File: src/rtl/ws_pkg.sv
// Shared types and bit maps for the 6502 wait-state generator.
package ws_pkg;

    typedef enum logic [1:0] {
        S_IDLE    = 2'd0,
        S_WAIT    = 2'd1,
        S_RELEASE = 2'd2
    } state_t;

    typedef enum logic [1:0] {
        REG_NONE = 2'd0,
        REG_ROM  = 2'd1,
        REG_IO   = 2'd2,
        REG_RAM  = 2'd3
    } region_t;

    localparam int PHI2_BIT = 0;
    localparam int ROM_BIT  = 1;
    localparam int RAM_BIT  = 2;
    localparam int IO_BIT   = 3;

    localparam int CS_ROM = 0;
    localparam int CS_RAM = 1;
    localparam int CS_IO  = 2;

    localparam int ROM_W_LSB = 0;
    localparam int ROM_W_MSB = 2;
    localparam int IO_W_LSB  = 3;
    localparam int IO_W_MSB  = 5;
    localparam int RAM_W_LSB = 6;
    localparam int RAM_W_MSB = 7;

    localparam logic [7:0] UO_RESET = 8'h01;

    function automatic region_t pick_region(input logic [2:0] cs_n);
        region_t r;
        r = REG_NONE;
        if (!cs_n[CS_ROM])
            r = REG_ROM;
        else if (!cs_n[CS_IO])
            r = REG_IO;
        else if (!cs_n[CS_RAM])
            r = REG_RAM;
        return r;
    endfunction

endpackage

File: src/rtl/tt_um_6502_wait_state_phi2_sync.sv
// Aligned synchroniser for PHI2 plus a bus vector, with PHI2 fall detect.
module phi2_sync #(
    parameter int STAGES = 2,
    parameter int W      = 3
) (
    input  logic         clk,
    input  logic         rst_n,
    input  logic         phi2,
    input  logic [W-1:0] bus_in,
    output logic [W-1:0] bus_out,
    output logic         cyc_end
);

    logic [W:0] chain [STAGES];
    logic       phi2_prev;

    always_ff @(posedge clk or negedge rst_n) begin
        if (!rst_n) begin
            for (int i = 0; i < STAGES; i++)
                chain[i] <= '1;
            phi2_prev <= 1'b1;
        end else begin
            chain[0] <= {bus_in, phi2};
            for (int i = 1; i < STAGES; i++)
                chain[i] <= chain[i-1];
            phi2_prev <= chain[STAGES-1][0];
        end
    end

    assign bus_out = chain[STAGES-1][W:1];
    assign cyc_end = phi2_prev & ~chain[STAGES-1][0];

endmodule

File: src/rtl/tt_um_6502_wait_state.sv
// Drives 6502 RDY low for a programmable number of PHI2 cycles
// on slow regions, with a sticky conflict flag and stall counter.
module tt_um_6502_wait_state
    import ws_pkg::*;
#(
    parameter int SYNC_STAGES = 2,
    parameter int STALL_CNT_W = 5
) (
    input  logic [7:0] ui_in,
    output logic [7:0] uo_out,
    input  logic [7:0] uio_in,
    output logic [7:0] uio_out,
    output logic [7:0] uio_oe,
    input  logic       ena,
    input  logic       clk,
    input  logic       rst_n
);

    logic [2:0] cs_n_s;
    logic       cyc_end;

    phi2_sync #(
        .STAGES(SYNC_STAGES),
        .W     (3)
    ) u_sync (
        .clk    (clk),
        .rst_n  (rst_n),
        .phi2   (ui_in[PHI2_BIT]),
        .bus_in (ui_in[IO_BIT:ROM_BIT]),
        .bus_out(cs_n_s),
        .cyc_end(cyc_end)
    );

    state_t                 state;
    logic [2:0]             wcnt;
    logic [STALL_CNT_W-1:0] stall_cnt;
    logic                   rdy_q;
    logic                   busy_q;
    logic                   conf_q;

    region_t    region;
    logic [2:0] nwait;
    logic       multi;

    always_comb begin
        region = pick_region(cs_n_s);
        nwait  = 3'd0;
        unique case (region)
            REG_ROM: nwait = uio_in[ROM_W_MSB:ROM_W_LSB];
            REG_IO:  nwait = uio_in[IO_W_MSB:IO_W_LSB];
            REG_RAM: nwait = {1'b0, uio_in[RAM_W_MSB:RAM_W_LSB]};
            default: nwait = 3'd0;
        endcase
    end

    assign multi = (~cs_n_s[0] & ~cs_n_s[1])
                 | (~cs_n_s[0] & ~cs_n_s[2])
                 | (~cs_n_s[1] & ~cs_n_s[2]);

    always_ff @(posedge clk or negedge rst_n) begin
        if (!rst_n) begin
            state     <= S_IDLE;
            wcnt      <= 3'd0;
            stall_cnt <= '0;
            rdy_q     <= UO_RESET[0];
            busy_q    <= UO_RESET[1];
            conf_q    <= UO_RESET[2];
        end else if (cyc_end) begin
            if (multi)
                conf_q <= 1'b1;
            unique case (state)
                S_IDLE: begin
                    if (nwait != 3'd0) begin
                        wcnt   <= nwait;
                        rdy_q  <= 1'b0;
                        busy_q <= 1'b1;
                        state  <= S_WAIT;
                    end
                end
                S_WAIT: begin
                    wcnt <= wcnt - 3'd1;
                    if (stall_cnt != '1)
                        stall_cnt <= stall_cnt + STALL_CNT_W'(1);
                    if (wcnt == 3'd1) begin
                        rdy_q  <= 1'b1;
                        busy_q <= 1'b0;
                        state  <= S_RELEASE;
                    end
                end
                // CS is still asserted while the CPU finishes the access.
                S_RELEASE: state <= S_IDLE;
                default:   state <= S_IDLE;
            endcase
        end
    end

    assign uo_out  = {stall_cnt, conf_q, busy_q, rdy_q};
    assign uio_out = 8'h00;
    assign uio_oe  = 8'h00;

    logic unused;
    assign unused = &{ena, ui_in[7:4], 1'b0};

endmodule

File: config.mk
export PLATFORM = sky130hd
export DESIGN_NAME = tt_um_6502_wait_state
export DESIGN_NICKNAME = d
export VERILOG_FILES = /design/src/rtl/ws_pkg.sv /design/src/rtl/tt_um_6502_wait_state_phi2_sync.sv /design/src/rtl/tt_um_6502_wait_state.sv
export SDC_FILE = /design/constraint.sdc
export NUM_CORES = 1
export LEC_CHECK = 0
export CORE_MARGIN = 10
export CORE_UTILIZATION = 43
export DETAILED_ROUTE_END_ITERATION = 12
export PLACE_DENSITY = 0.79
export SYNTH_ARGS = -nofsm -noshare
export SYNTH_HDL_FRONTEND = slang
export SYNTH_SLANG_ARGS = --single-unit
File: constraint.sdc
create_clock -name clk -period 2 [get_ports clk]
set_input_delay 0.2 -clock clk [delete_from_list [all_inputs] [get_ports clk]]
set_output_delay 0.2 -clock clk [all_outputs]
set_load 0.005 [all_outputs]
# --- Word-level counts from Yosys, hierarchy flattened ---
# Index checks and enable logic that the tools add are counted.
totals:
  regBits: 22
  in_bits: 19
classes:
  n_addsub: 2
  eq_ne: 8
  mux: 15
  bitwise_logic: 10
  reduce_logical: 8
ops:
  columns: ["cell", "count"]
  rows:
  - ["$mux 2", 5]
  - ["$pmux 3 s3", 1]
  - ["$reduce_and 3->1", 3]
  - ["$pmux 3 s2", 1]
  - ["$add 5x1->5 const B", 1]
  - ["$ne 5x5->1 const B", 1]
  - ["$and 1x1->1", 4]
  - ["$eq 2x1->1 const B", 2]
  - ["$eq 2x2->1 const B", 2]
  - ["$mux 1", 4]
  - ["$ne 2x2->1 const B", 2]
  - ["$not 1->1", 4]
  - ["$pmux 1 s2", 2]
  - ["$pmux 2 s2", 1]
  - ["$reduce_and 4->1", 1]
  - ["$eq 3x1->1 const B", 1]
  - ["$mux 3", 1]
  - ["$reduce_bool 3->1", 1]
  - ["$sub 3x1->3 const B", 1]
  - ["$logic_not 2->1", 1]
  - ["$or 1x1->1", 2]
  - ["$reduce_and 2->1", 1]
  - ["$reduce_bool 2->1", 1]

# --- Depth between registers and ports, before layout ---
logic_depth:
  word_depth: 8
  mapped_depth: 6

# --- Modules after synthesis ---
# A second synthesis with hierarchy kept.
hier_totals:
  hier_cells: 108
  hier_area_um2: 1163.6
by_module_without_submodules:
  columns: ["module", "instances", "cells_per_inst", "area_each_um2"]
  rows:
  - ["tt_um_6502_wait_state", 1, 95, 890.9]
  - ["phi2_sync", 1, 13, 272.8]

# --- Least setup slack after synthesis ---
# Ideal clock, no wire load.
synth_timing:
  kind: "flip-flop to flip-flop"
  from: "reg stall_cnt[0]"
  to: "reg stall_cnt[1]"
  setup_time_ns: 0.125
  arrival_ns: 1.638
  setup_slack_ns: 0.238
  stages_incl_launch_ff: 6
  n_path_buf: 0
  period_less_slack_ns: 1.762
  cell_sequence: "dfrtp_1 -> ha_1 -> and3_1 -> ha_1 -> nor3_2 -> mux2_2"
synth_between:
  elab_chain_len: 2
synth_lines:
  columns: ["element", "line", "rtl"]
  rows:
  - ["start: declaration", "tt_um_6502_wait_state.sv:36", "logic [STALL_CNT_W-1:0] stall_cnt;"]
  - ["start signal: assignment", "tt_um_6502_wait_state.sv:83", "stall_cnt <= stall_cnt + STALL_CNT_W'(1);"]
  - ["branches (longest 2 deep; another with $add 5x1->5)", null, null]
# Several ways; the timed one is not identified.
# A chain may end at the register's enable or synchronous reset.

# --- Final worst setup path ---
layout_timing:
  from: "reg stall_cnt[0]"
  to: "reg stall_cnt[4]"
# Same word-level chain as after synthesis.

==> impl_summary.log <==
INFO  metric dieArea = 5020 um2
INFO  metric path_max_fanout = 5
INFO  metric fp.dieW = 70.8 um
INFO  metric status = finished clean
INFO  metric syn_inst_count = 100
INFO  metric drive_gt1_share = 16.4%
INFO  metric cp-end-kind = register
INFO  metric portBuffers = 21
INFO  metric vdd.ir_drop.worst = 0.956 mV
INFO  metric power.leakage = 0.000591 uW
INFO  metric route.final.wire_length = 2130 um
INFO  metric pin_count_of_the_biggest_net_entering_global_routing = 23
INFO  metric path_clk_slew = 0.12 ns
INFO  metric postCtsHoldBufs = 0
INFO  metric synthesis.area_per_instance = 11.1 um2
INFO  metric remaining_drc_errors = 0
INFO  metric cts_num_sinks = 22
INFO  metric ant_nets = 0
INFO  metric insertion_delay = 0.31 ns
INFO  metric io_pins = 43
INFO  metric timing.critical_path.required = 2.20 ns
INFO  metric grt_first_pass_wirelength = 3610 um
INFO  metric globalRoute.totalOverflow = 0
INFO  metric wire_per_inst = 14.0 um
INFO  metric die_height = 70.8 um
INFO  metric number_of_synthesized_flops_with_an_enable_pin = 0
INFO  metric place_hpwl = 1730 um
INFO  metric clockRootBuffer = clkbuf_4
INFO  metric timing_worst_setup_path_type = reg2reg
INFO  metric detail_route.iter0.violations = 14
INFO  metric power_per_cell_area = 1180 nW/um2
INFO  metric antenna_violations_before_repair = 0
INFO  metric final-max-slew-violation-count = 0
INFO  metric final.setup_skew = 0.00648 ns
INFO  metric worstMarginPinSlew = 0.501 ns
INFO  metric hp-class = in2async
INFO  metric first_global_vias = 790
INFO  metric final.min_clock_period = 1.83 ns
INFO  metric tritoncts.num_buffers = 3
INFO  metric tns = 0 ns
INFO  metric area_delta_synth_final = 20.5%
INFO  metric initial_utilization = 44.8%
INFO  metric final-instance-count-excl-fill = 152
INFO  metric final_hold_viol_count = 0
INFO  metric netlist-cell-type-count = 35
INFO  metric mappedNetlistArea = 1110 um2
INFO  metric async_flop_share = 100%
INFO  metric core-area = 2480 um2
INFO  metric ctsLongestPathBuffers = 2
INFO  metric fill_cell_instance_count_of_the_final_layout = 222
INFO  metric max-slew-margin-rel = 66.1%
INFO  metric nets = 146
INFO  metric setup.worst_path.start_class = register
INFO  metric drv.max_cap_violation_count = 0
INFO  metric gr-usage-all-layers = 8.67%
INFO  metric drt_pre_antenna_iters = 4
INFO  metric synth-warning-count = 0
INFO  metric synth-seq-area-share = 50.7%
INFO  metric synthDominantAreaCellType = dfrtp_1
INFO  metric placedCellCount = 148
INFO  metric gpl.final_weighted_congestion = 0.877
INFO  metric num_rows = 18
INFO  metric via_count = 743
INFO  metric arrival = 2.03 ns
INFO  metric cts_tree = done
INFO  metric unrepaired_setup_endpoints_after_global_routing = no
INFO  metric antennaDiodeCount = 0
INFO  metric synth-seq-cells = 22
INFO  metric yosysTopAreaCellShare = 27.0%
INFO  metric dominantRegCellSynth = dfrtp_1
INFO  metric route.detailed.vias_per_inst = 4.89
INFO  metric achievable-frequency = 546 MHz
INFO  metric period_utilization = 91.5%
INFO  metric cts_htree_levels = 1
INFO  metric timing.final.setup_violations = 0
INFO  metric post_synth_main_area_contributors = dfrtp_1, dfstp_2, buf_4
==> layout by cell type, fill, tap and decap left out, types with 4 or more instances in the layout <==
cell type and instances:
dfstp_2 10, dfrtp_1 12, ha_1 4, clkdlybuf4s50_1 21, inv_1 5, conb_1 16
nor2_1 6
==> final timing paths <==
| check | startpoint | to | slack (ns) | depth (start not counted) |
|---|---|---|---|---|
| worst min-delay path | rst_n | stall_cnt[0] | 0.23 | 2 |
| worst min register to register | u_sync.chain[7] | u_sync.bus_out[2] | 0.36 | 0 |
| max in group asynchronous | rst_n | rdy_q | 1.50 | 2 |
| min in group clk | ui_in[2] | u_sync.chain[6] | 0.28 | 1 |
| worst max-delay path | stall_cnt[0] | stall_cnt[4] | 0.17 | 5 |
| worst max register to register | stall_cnt[0] | stall_cnt[4] | 0.17 | 5 |
==> critical path, stage by stage (launching register included) <==
cell     delay [ns]
dfrtp_1        0.44
ha_1           0.22
and3_1         0.18
ha_1           0.20
nor3_4         0.31
mux2_2         0.37
==> cell usage after synthesis (all sizes together) (2+ instances only) <==
| cell type | instances |
|---|---|
| buf | 19 |
| dfrtp | 12 |
| dfstp | 10 |
| nor2 | 6 |
| inv | 5 |
| ha | 4 |
| nand2b | 4 |
| o21ai | 4 |
| a21oi | 3 |
| nand2 | 3 |
| nand3b | 3 |
| a31oi | 2 |
| mux2 | 2 |
| nor3b | 2 |
| or4 | 2 |
| xnor2 | 2 |
==> registers in the layout, summed over array words and instances (netlist names) <==
register	flops
stall_cnt	5
u_sync.chain	5
u_sync.bus_out	3
wcnt	3
state	2
busy_q	1
conf_q	1
rdy_q	1
u_sync.phi2_prev	1
==> power breakdown <==
group          internal (uW)  leakage (uW)  switching [uW]  total [uW]
clock network            203     0.0000279             135         338
registers                582      0.000246             115         697
logic                    305      0.000317             239         544
total                   1090      0.000591             489        1580
==> metrics by stage <==
stage	util [%]	hold WS [ns]	setup slack, ns	total power [uW]	area, um2
after detailed placement	51.7	0.349	0.116	1250	1280
final	54.0	0.229	0.169	1580	1340
after global placement	51.7	0.346	0.163	1200	1280
after floorplan	-	-0.0956	0.238	1020	1170
after CTS	53.8	0.232	0.0698	1600	1330
after global routing	54.0	0.241	0.0552	1700	1340
==> layer usage <==
layer	vias up	GRT usage (%)	part of all wire (%)
met1	351	8.09	33
met2	32	14.8	51
met5	-	0	0
met3	6	5.58	13
met4	0	3.44	2.2
li1	354	-	-
==> what timing repair did <==
item,CTS,global route
setup buffers,0,0
endpoints found under the setup margin,0,2
gates resized for setup,0,1
hold endpoints to repair,0,0
==> final cells by class <==
type | count | area, um2 | area share [%]
flip-flops and latches | 22 | 563 | 42.1
multi-input cells | 69 | 449 | 33.6
repair buffers | 22 | 218 | 16.3
well taps | 30 | 37.5 | 2.80
clock inverters | 1 | 30.0 | 2.24
clock buffers | 3 | 22.5 | 1.68
inverters | 5 | 18.8 | 1.40
==> cells by family after synthesis <==
| kind of cell | share of synthesized area (%) |
|---|---|
| other | 0.338 |
| multiplexers | 2.93 |
| AND/OR/NAND/NOR | 14.5 |
| buffers and inverters | 14.5 |
| flip-flops | 50.7 |
| XOR/XNOR | 2.37 |
| adder cells (fa/ha/maj) | 5.41 |
| AO/OA/AOI/OAI | 9.23 |
(Power assumes the default switching activity.)
